<file path="config.mk">
export PLATFORM = sky130hd
export DESIGN_NAME = icache_fetch_ctrl
export DESIGN_NICKNAME = d
export VERILOG_FILES = /design/src/rtl/icache_fetch_ctrl_pkg.sv /design/src/rtl/icache_fetch_ctrl_sat_counter.sv /design/src/rtl/icache_fetch_ctrl.sv
export SDC_FILE = /design/constraint.sdc
export NUM_CORES = 1
export LEC_CHECK = 0
export ABC_AREA = 1
export BUFFER_PORTS_ARGS = -buffer_cell sky130_fd_sc_hd__buf_2
export CORE_ASPECT_RATIO = 1.25
export CORE_UTILIZATION = 55
export CTS_BUF_LIST = sky130_fd_sc_hd__clkbuf_16
export CTS_CLUSTER_DIAMETER = 120
export DETAILED_ROUTE_END_ITERATION = 8
export PLACE_DENSITY = 0.83
export SETUP_SLACK_MARGIN = 0.3
export SYNTH_ARGS = -nofsm -noshare
export SYNTH_HDL_FRONTEND = slang
export SYNTH_SLANG_ARGS = --single-unit
</file>
<file path="constraint.sdc">
create_clock -name clk_in -period 3.1 [get_ports clk_in]
set_input_delay 0.465 -clock clk_in [delete_from_list [all_inputs] [get_ports clk_in]]
set_output_delay 0.465 -clock clk_in [all_outputs]
set_load 0.02 [all_outputs]
</file>
<file path="src/rtl/icache_fetch_ctrl_pkg.sv">
// Shared state encodings, counter limit and instruction widening for the
// instruction-cache fetch controller.
package icache_fetch_ctrl_pkg;

  typedef enum logic [2:0] {
    FETCH_IDLE  = 3'd0,
    FETCH_CHECK = 3'd1,
    FETCH_MEM   = 3'd2,
    FETCH_FILL  = 3'd3,
    FETCH_DRAIN = 3'd4
  } fetch_state_t;

  localparam logic [31:0] CNT_SAT = 32'hFFFF_FFFF;

  // 32-bit encodings pass through; compressed ones keep only the low halfword
  function automatic logic [31:0] expand_inst(input logic [31:0] word);
    return (word[1:0] == 2'b11) ? word : {16'b0, word[15:0]};
  endfunction

endpackage

</file>
<file path="src/rtl/icache_fetch_ctrl_sat_counter.sv">
// 32-bit event counter that sticks at all-ones instead of wrapping.
module icache_fetch_ctrl_sat_counter
  import icache_fetch_ctrl_pkg::*;
(
  input  logic        clk_in,
  input  logic        rst_n_in,
  input  logic        i_en,
  input  logic        i_inc,
  output logic [31:0] o_count
);

  logic [31:0] r_count;

  always_ff @(posedge clk_in or negedge rst_n_in) begin
    if (!rst_n_in) begin
      r_count <= '0;
    end else if (i_en && i_inc && (r_count != CNT_SAT)) begin
      r_count <= r_count + 32'd1;
    end
  end

  assign o_count = r_count;

endmodule

</file>
<file path="src/rtl/icache_fetch_ctrl.sv">
// Instruction-cache fetch sequencer: probe, single-word miss read, fill and
// deliver, with flush handling that lets an in-flight memory read drain.
module icache_fetch_ctrl
  import icache_fetch_ctrl_pkg::*;
(
  input  logic         clk_in,
  input  logic         rst_n_in,
  input  logic         rdy_in,
  input  logic         rob_clear_up,
  input  logic         fetch_req,
  input  logic [31:0]  fetch_pc,
  output logic         fetch_valid,
  output logic [31:0]  fetch_inst,
  output logic         fetch_is_i,
  output logic [31:0]  fetch_pc_out,
  output logic [31:0]  ic_addr,
  output logic         ic_wr,
  output logic [31:0]  ic_wdata,
  input  logic         ic_hit,
  input  logic [31:0]  ic_inst,
  output logic         mem_req,
  output logic [31:0]  mem_addr,
  input  logic [31:0]  mem_data,
  input  logic         mem_done,
  output logic [31:0]  hit_cnt,
  output logic [31:0]  miss_cnt,
  output fetch_state_t o_dbg_state
);

  // Handshakes: fetch_req is a level held until the one-cycle fetch_valid
  // pulse; mem_req is a level held until the one-cycle mem_done pulse. A
  // request seen while fetch_valid is high is not accepted that cycle.

  fetch_state_t r_state, w_next;

  logic        r_hit_valid;
  logic [31:0] r_cur_pc;
  logic [31:0] r_fetch_inst;
  logic [31:0] r_fetch_pc_out;
  logic [31:0] r_fill_word;
  logic        r_mem_req;
  logic [31:0] r_mem_addr;

  logic w_flush;
  logic w_accept;
  logic w_hit_fire;
  logic w_miss_fire;
  logic w_take_data;
  logic w_mem_clear;
  logic w_fill_fire;
  logic w_unused;

  assign w_flush  = rdy_in && rob_clear_up;
  assign w_unused = fetch_pc[0];

  always_ff @(posedge clk_in or negedge rst_n_in) begin
    if (!rst_n_in) begin
      r_state <= FETCH_IDLE;
    end else begin
      r_state <= w_next;
    end
  end

  always_comb begin
    w_next      = r_state;
    w_accept    = 1'b0;
    w_hit_fire  = 1'b0;
    w_miss_fire = 1'b0;
    w_take_data = 1'b0;
    w_mem_clear = 1'b0;
    w_fill_fire = 1'b0;
    if (rdy_in) begin
      case (r_state)
        FETCH_IDLE: begin
          if (!rob_clear_up && fetch_req && !r_hit_valid) begin
            w_accept = 1'b1;
            w_next   = FETCH_CHECK;
          end
        end
        FETCH_CHECK: begin
          if (rob_clear_up) begin
            w_next = FETCH_IDLE;
          end else if (ic_hit) begin
            w_hit_fire = 1'b1;
            w_next     = FETCH_IDLE;
          end else begin
            w_miss_fire = 1'b1;
            w_next      = FETCH_MEM;
          end
        end
        FETCH_MEM: begin
          if (mem_done) begin
            w_mem_clear = 1'b1;
            if (rob_clear_up) begin
              w_next = FETCH_IDLE;
            end else begin
              w_take_data = 1'b1;
              w_next      = FETCH_FILL;
            end
          end else if (rob_clear_up) begin
            w_next = FETCH_DRAIN;
          end
        end
        FETCH_FILL: begin
          w_fill_fire = !rob_clear_up;
          w_next      = FETCH_IDLE;
        end
        FETCH_DRAIN: begin
          // The memory port cannot abort, so the read completes and is dropped
          if (mem_done) begin
            w_mem_clear = 1'b1;
            w_next      = FETCH_IDLE;
          end
        end
        default: w_next = FETCH_IDLE;
      endcase
    end
  end

  always_ff @(posedge clk_in or negedge rst_n_in) begin
    if (!rst_n_in) begin
      r_hit_valid    <= 1'b0;
      r_cur_pc       <= '0;
      r_fetch_inst   <= '0;
      r_fetch_pc_out <= '0;
      r_fill_word    <= '0;
      r_mem_req      <= 1'b0;
      r_mem_addr     <= '0;
    end else if (rdy_in) begin
      r_hit_valid <= w_hit_fire;
      if (w_accept) begin
        r_cur_pc <= {fetch_pc[31:1], 1'b0};
      end
      if (w_hit_fire) begin
        r_fetch_inst   <= expand_inst(ic_inst);
        r_fetch_pc_out <= r_cur_pc;
      end
      if (w_miss_fire) begin
        r_mem_req  <= 1'b1;
        r_mem_addr <= r_cur_pc;
      end
      if (w_mem_clear) begin
        r_mem_req <= 1'b0;
      end
      // Fill data goes straight into the delivery registers so they are
      // already valid during the single FILL cycle
      if (w_take_data) begin
        r_fill_word    <= mem_data;
        r_fetch_inst   <= expand_inst(mem_data);
        r_fetch_pc_out <= r_cur_pc;
      end
    end
  end

  icache_fetch_ctrl_sat_counter u_hit_cnt (
    .clk_in   (clk_in),
    .rst_n_in (rst_n_in),
    .i_en     (rdy_in),
    .i_inc    (w_hit_fire),
    .o_count  (hit_cnt)
  );

  icache_fetch_ctrl_sat_counter u_miss_cnt (
    .clk_in   (clk_in),
    .rst_n_in (rst_n_in),
    .i_en     (rdy_in),
    .i_inc    (w_miss_fire),
    .o_count  (miss_cnt)
  );

  assign fetch_valid  = (r_hit_valid && !w_flush) || w_fill_fire;
  assign fetch_inst   = r_fetch_inst;
  assign fetch_is_i   = (r_fetch_inst[1:0] == 2'b11);
  assign fetch_pc_out = r_fetch_pc_out;
  assign ic_addr      = r_cur_pc;
  assign ic_wr        = w_fill_fire;
  assign ic_wdata     = r_fill_word;
  assign mem_req      = r_mem_req;
  assign mem_addr     = r_mem_addr;
  assign o_dbg_state  = r_state;

endmodule

</file>
==> impl_metrics.py <==
metrics = {
    "placement": {
        "placed_cells": 2029,
        "place.gp.congestion": 0.903,
        "dp_worst_setup_slack_ns": 0.755,
        "placedInstanceArea_mm2": 0.0127,
        "hpwl_um": 22700,
        "io_buffer_count": 329,
    },
    "logic_synthesis": {
        "ys_warn_count": 0,
        "ys_top_cells_by_area": "dfrtp_1, nand2_1, nor2_1",
        "synth_area_mm2": 0.0109,
        "ys_seq_area_share_pct": 51.7,
        "yosys.cell_count.top_type": "nand2_1",
        "synth_edf_count": 0,
        "syn_inst": 1472,
        "syn_avg_cell_area_um2": 7.43,
        "ys_top_cells_by_count": "nand2_1, dfrtp_1, nor2_1",
        "synth_top_area_share_pct": 51.7,
        "synthDistinctLibCells": 31,
        "synth_flop_cell": "dfrtp_1",
        "async_flop_share_pct": 100,
        "yosys.area.top_type": "dfrtp_1",
        "ys_ff_latch": 226,
    },
    "die": {
        "rows": 57,
        "start_util_pct": 56.2,
        "ioPinCount": 334,
        "die_width_um": 128,
        "die_h_um": 160,
        "die_area_mm2": 0.0205,
        "core-area_mm2": 0.0195,
    },
    "cells_and_area": {
        "fill_cells": 1609,
        "final_nets": 1895,
        "stdcell_area_mm2": 0.0135,
        "drive_gt1_share_pct": 22.4,
        "area_growth_pct": 23.4,
        "fin_cells": 2075,
    },
    "power": {
        "leakage_nw": 7.61,
        "ir_drop_v": 0.000613,
        "power_density_mw_per_mm2": 853,
    },
    "detailed_routing": {
        "route.detailed.drc": 0,
        "avgRoutedWirePerCell_um": 15.3,
        "viasPerCell": 5.11,
        "num_vias": 10594,
        "drt_wl_total_um": 31800,
        "detail-route-antenna-nets": 0,
        "drtIter0Drc": 772,
        "first_pass_iters": 5,
    },
    "global_routing": {
        "grt_overflow": 0,
        "grt_first_pass_wirelength_um": 50000,
        "grt_util_all_layers_pct": 31.0,
        "grt_pass1_vias": 9858,
        "grt_max_degree": 84,
        "antenna_found_initial": 5,
    },
    "timing": {
        "worst_pin_slew_ns": 0.899,
        "holdWs_ns": 0.158,
        "skew_ns": 0.00892,
        "drv_slew": 0,
        "worst_slack_ns": 0.681,
        "max_freq_ghz": 0.413,
        "timing.final.crit_share_pct": 78.0,
        "relSlewSlack_pct": 40.1,
        "finalSetupViolations": 0,
        "fin_crit_ns": 2.42,
        "hold_viol": 0,
        "setup_tns_ns": 0,
        "rsz0062_at_grt": "no",
    },
    "critical_path": {
        "path_max_fanout": 28,
        "critical_path_class": "flop to flop",
        "endpoint_kind": "flop",
        "startpoint_type": "flop",
        "cp.required_ns": 3.50,
        "arrival_ns": 2.82,
    },
    "clock_tree": {
        "cts_setup_buffers": 0,
        "cts_buffers": 23,
        "clkLatencyLatePin_ns": 0.53,
        "root_buffer": "clkbuf_16",
        "h-tree-depth": 1,
        "cts_sinks": 226,
        "cts_tree": "yes",
        "clk_path_buf_depth": 3,
        "ctsResizeCount": 0,
        "cts.clk_slew.worst_paths_ns": 0.06,
    },
    "run": {
        "max-cap-violations": 0,
    },
    "status": {
        "status": "finished, final reports clean",
    },
    "min_path": {
        "hold_class": "input pin to flop",
    },
}
area by class of cell:
| cell class | count | area [µm²] | area share [%] |
|---|---|---|---|
| Tap cell | 265 | 332 | 2.46 |
| Clock inverter | 19 | 163 | 1.21 |
| Antenna cell | 3 | 7.51 | 0.0556 |
| Multi-Input combinational cell | 1082 | 4560 | 33.8 |
| Inverter | 115 | 432 | 3.20 |
| Timing Repair Buffer | 342 | 1770 | 13.1 |
| Sequential cell | 226 | 5660 | 41.9 |
| Clock buffer | 23 | 576 | 4.26 |
logic make-up (layout without fill, tap and decap cells):
| family | count (synthesis) | in the layout | share of synthesized area (%) |
|---|---|---|---|
| buffers and inverters | 166 | 499 | 6.66 |
| adder cells (fa/ha/maj) | 2 | 2 | 0.229 |
| AND/OR/NAND/NOR | 957 | 957 | 35.0 |
| flip-flops | 226 | 226 | 51.7 |
| AO/OA/AOI/OAI | 94 | 94 | 4.31 |
| other | 1 | 6 | 0.0343 |
| XOR/XNOR | 26 | 26 | 2.08 |
state kept, by name, indices dropped and copies added, names as in the netlist, 3 cells and up:
| name | flops |
|---|---|
| o_dbg_state | 3 |
| fetch_inst | 32 |
| u_hit_cnt.o_count | 32 |
| ic_addr | 31 |
| ic_wdata | 32 |
| fetch_pc_out | 31 |
| mem_addr | 31 |
| u_miss_cnt.o_count | 32 |
cell usage in the layout, fill, tap and decap left out, types with 2 or more instances in the layout:
cell type   instances
a21oi_1             5
buf_2             328
buf_4              11
bufinv_16           2
clkbuf_16          23
clkinv_1            2
clkinv_2            6
clkinvlp_4          4
conb_1              3
dfrtp_1           226
diode_2             3
ha_1                2
inv_1             113
inv_2               6
nand2_1           742
nand2_2             6
nand2_4             4
nand3_1            64
nand3b_1            6
nand4_1             9
nor2_1            110
nor2_2              6
nor2_4              2
nor3_1              4
o21ai_0            78
o21ai_1            10
xnor2_1            11
xor2_1             15
critical path, cell delays in order, from the launching register on:
cell and delay (ns):
dfrtp_1 0.43, ha_1 0.29, inv_1 0.09, nor2_1 0.22
nand2_1 0.12, nor2_2 0.16, nand2_2 0.22, nand2_4 0.32
inv_2 0.25, nand2_1 0.12, nand2_1 0.07
what timing repair did:
| item | in CTS | in global routing |
|---|---|---|
| setup endpoints to repair | 0 | 0 |
| hold buffers | 1 | 0 |
| endpoints found under the hold margin | 77 | 0 |
through the flow:
stage / total power (W) / util [%]
floorplan: 0.00711 / -
global placement: 0.00867 / 65.4
detailed placement: 0.00881 / 65.4
CTS: 0.0116 / 69.3
global route: 0.0122 / 69.3
finish: 0.0115 / 69.3
metal layers:
metal / global-route usage, % / share of wire [%] / vias up
li1: - / - / 5140
met1: 37.6 / 40 / 4911
met2: 51.8 / 48 / 430
met3: 7.04 / 7.3 / 111
met4: 15.7 / 5.1 / 2
met5: 0 / 0.041 / -
power by group:
group / switching, W / internal (W) / leakage, nW / total [W]
Sequential: 0.000732 / 0.00397 / 2.97 / 0.00471
Clock: 0.00120 / 0.00153 / 0.370 / 0.00274
Combinational: 0.00279 / 0.00128 / 4.28 / 0.00407
path summary, 6_finish.rpt:
kind	startpoint	to	slack, ns	cells past startpoint
setup / recovery	u_miss_cnt.o_count[0]$_DFFE_PN0P_	u_miss_cnt.o_count[7]$_DFFE_PN0P_	0.68	10
hold / removal	mem_data[18]	ic_wdata[18]$_DFFE_PN0P_	0.16	3
setup reg to reg	u_miss_cnt.o_count[0]$_DFFE_PN0P_	u_miss_cnt.o_count[7]$_DFFE_PN0P_	0.68	10
hold reg to reg	fetch_pc_out[28]$_DFFE_PN0P_	fetch_pc_out[28]$_DFFE_PN0P_	0.47	2
max in group asynchronous	rst_n_in	ic_wdata[8]$_DFFE_PN0P_	1.71	3
min in group asynchronous	rst_n_in	ic_wdata[26]$_DFFE_PN0P_	0.52	2
Power figures use the tool's default switching activity.
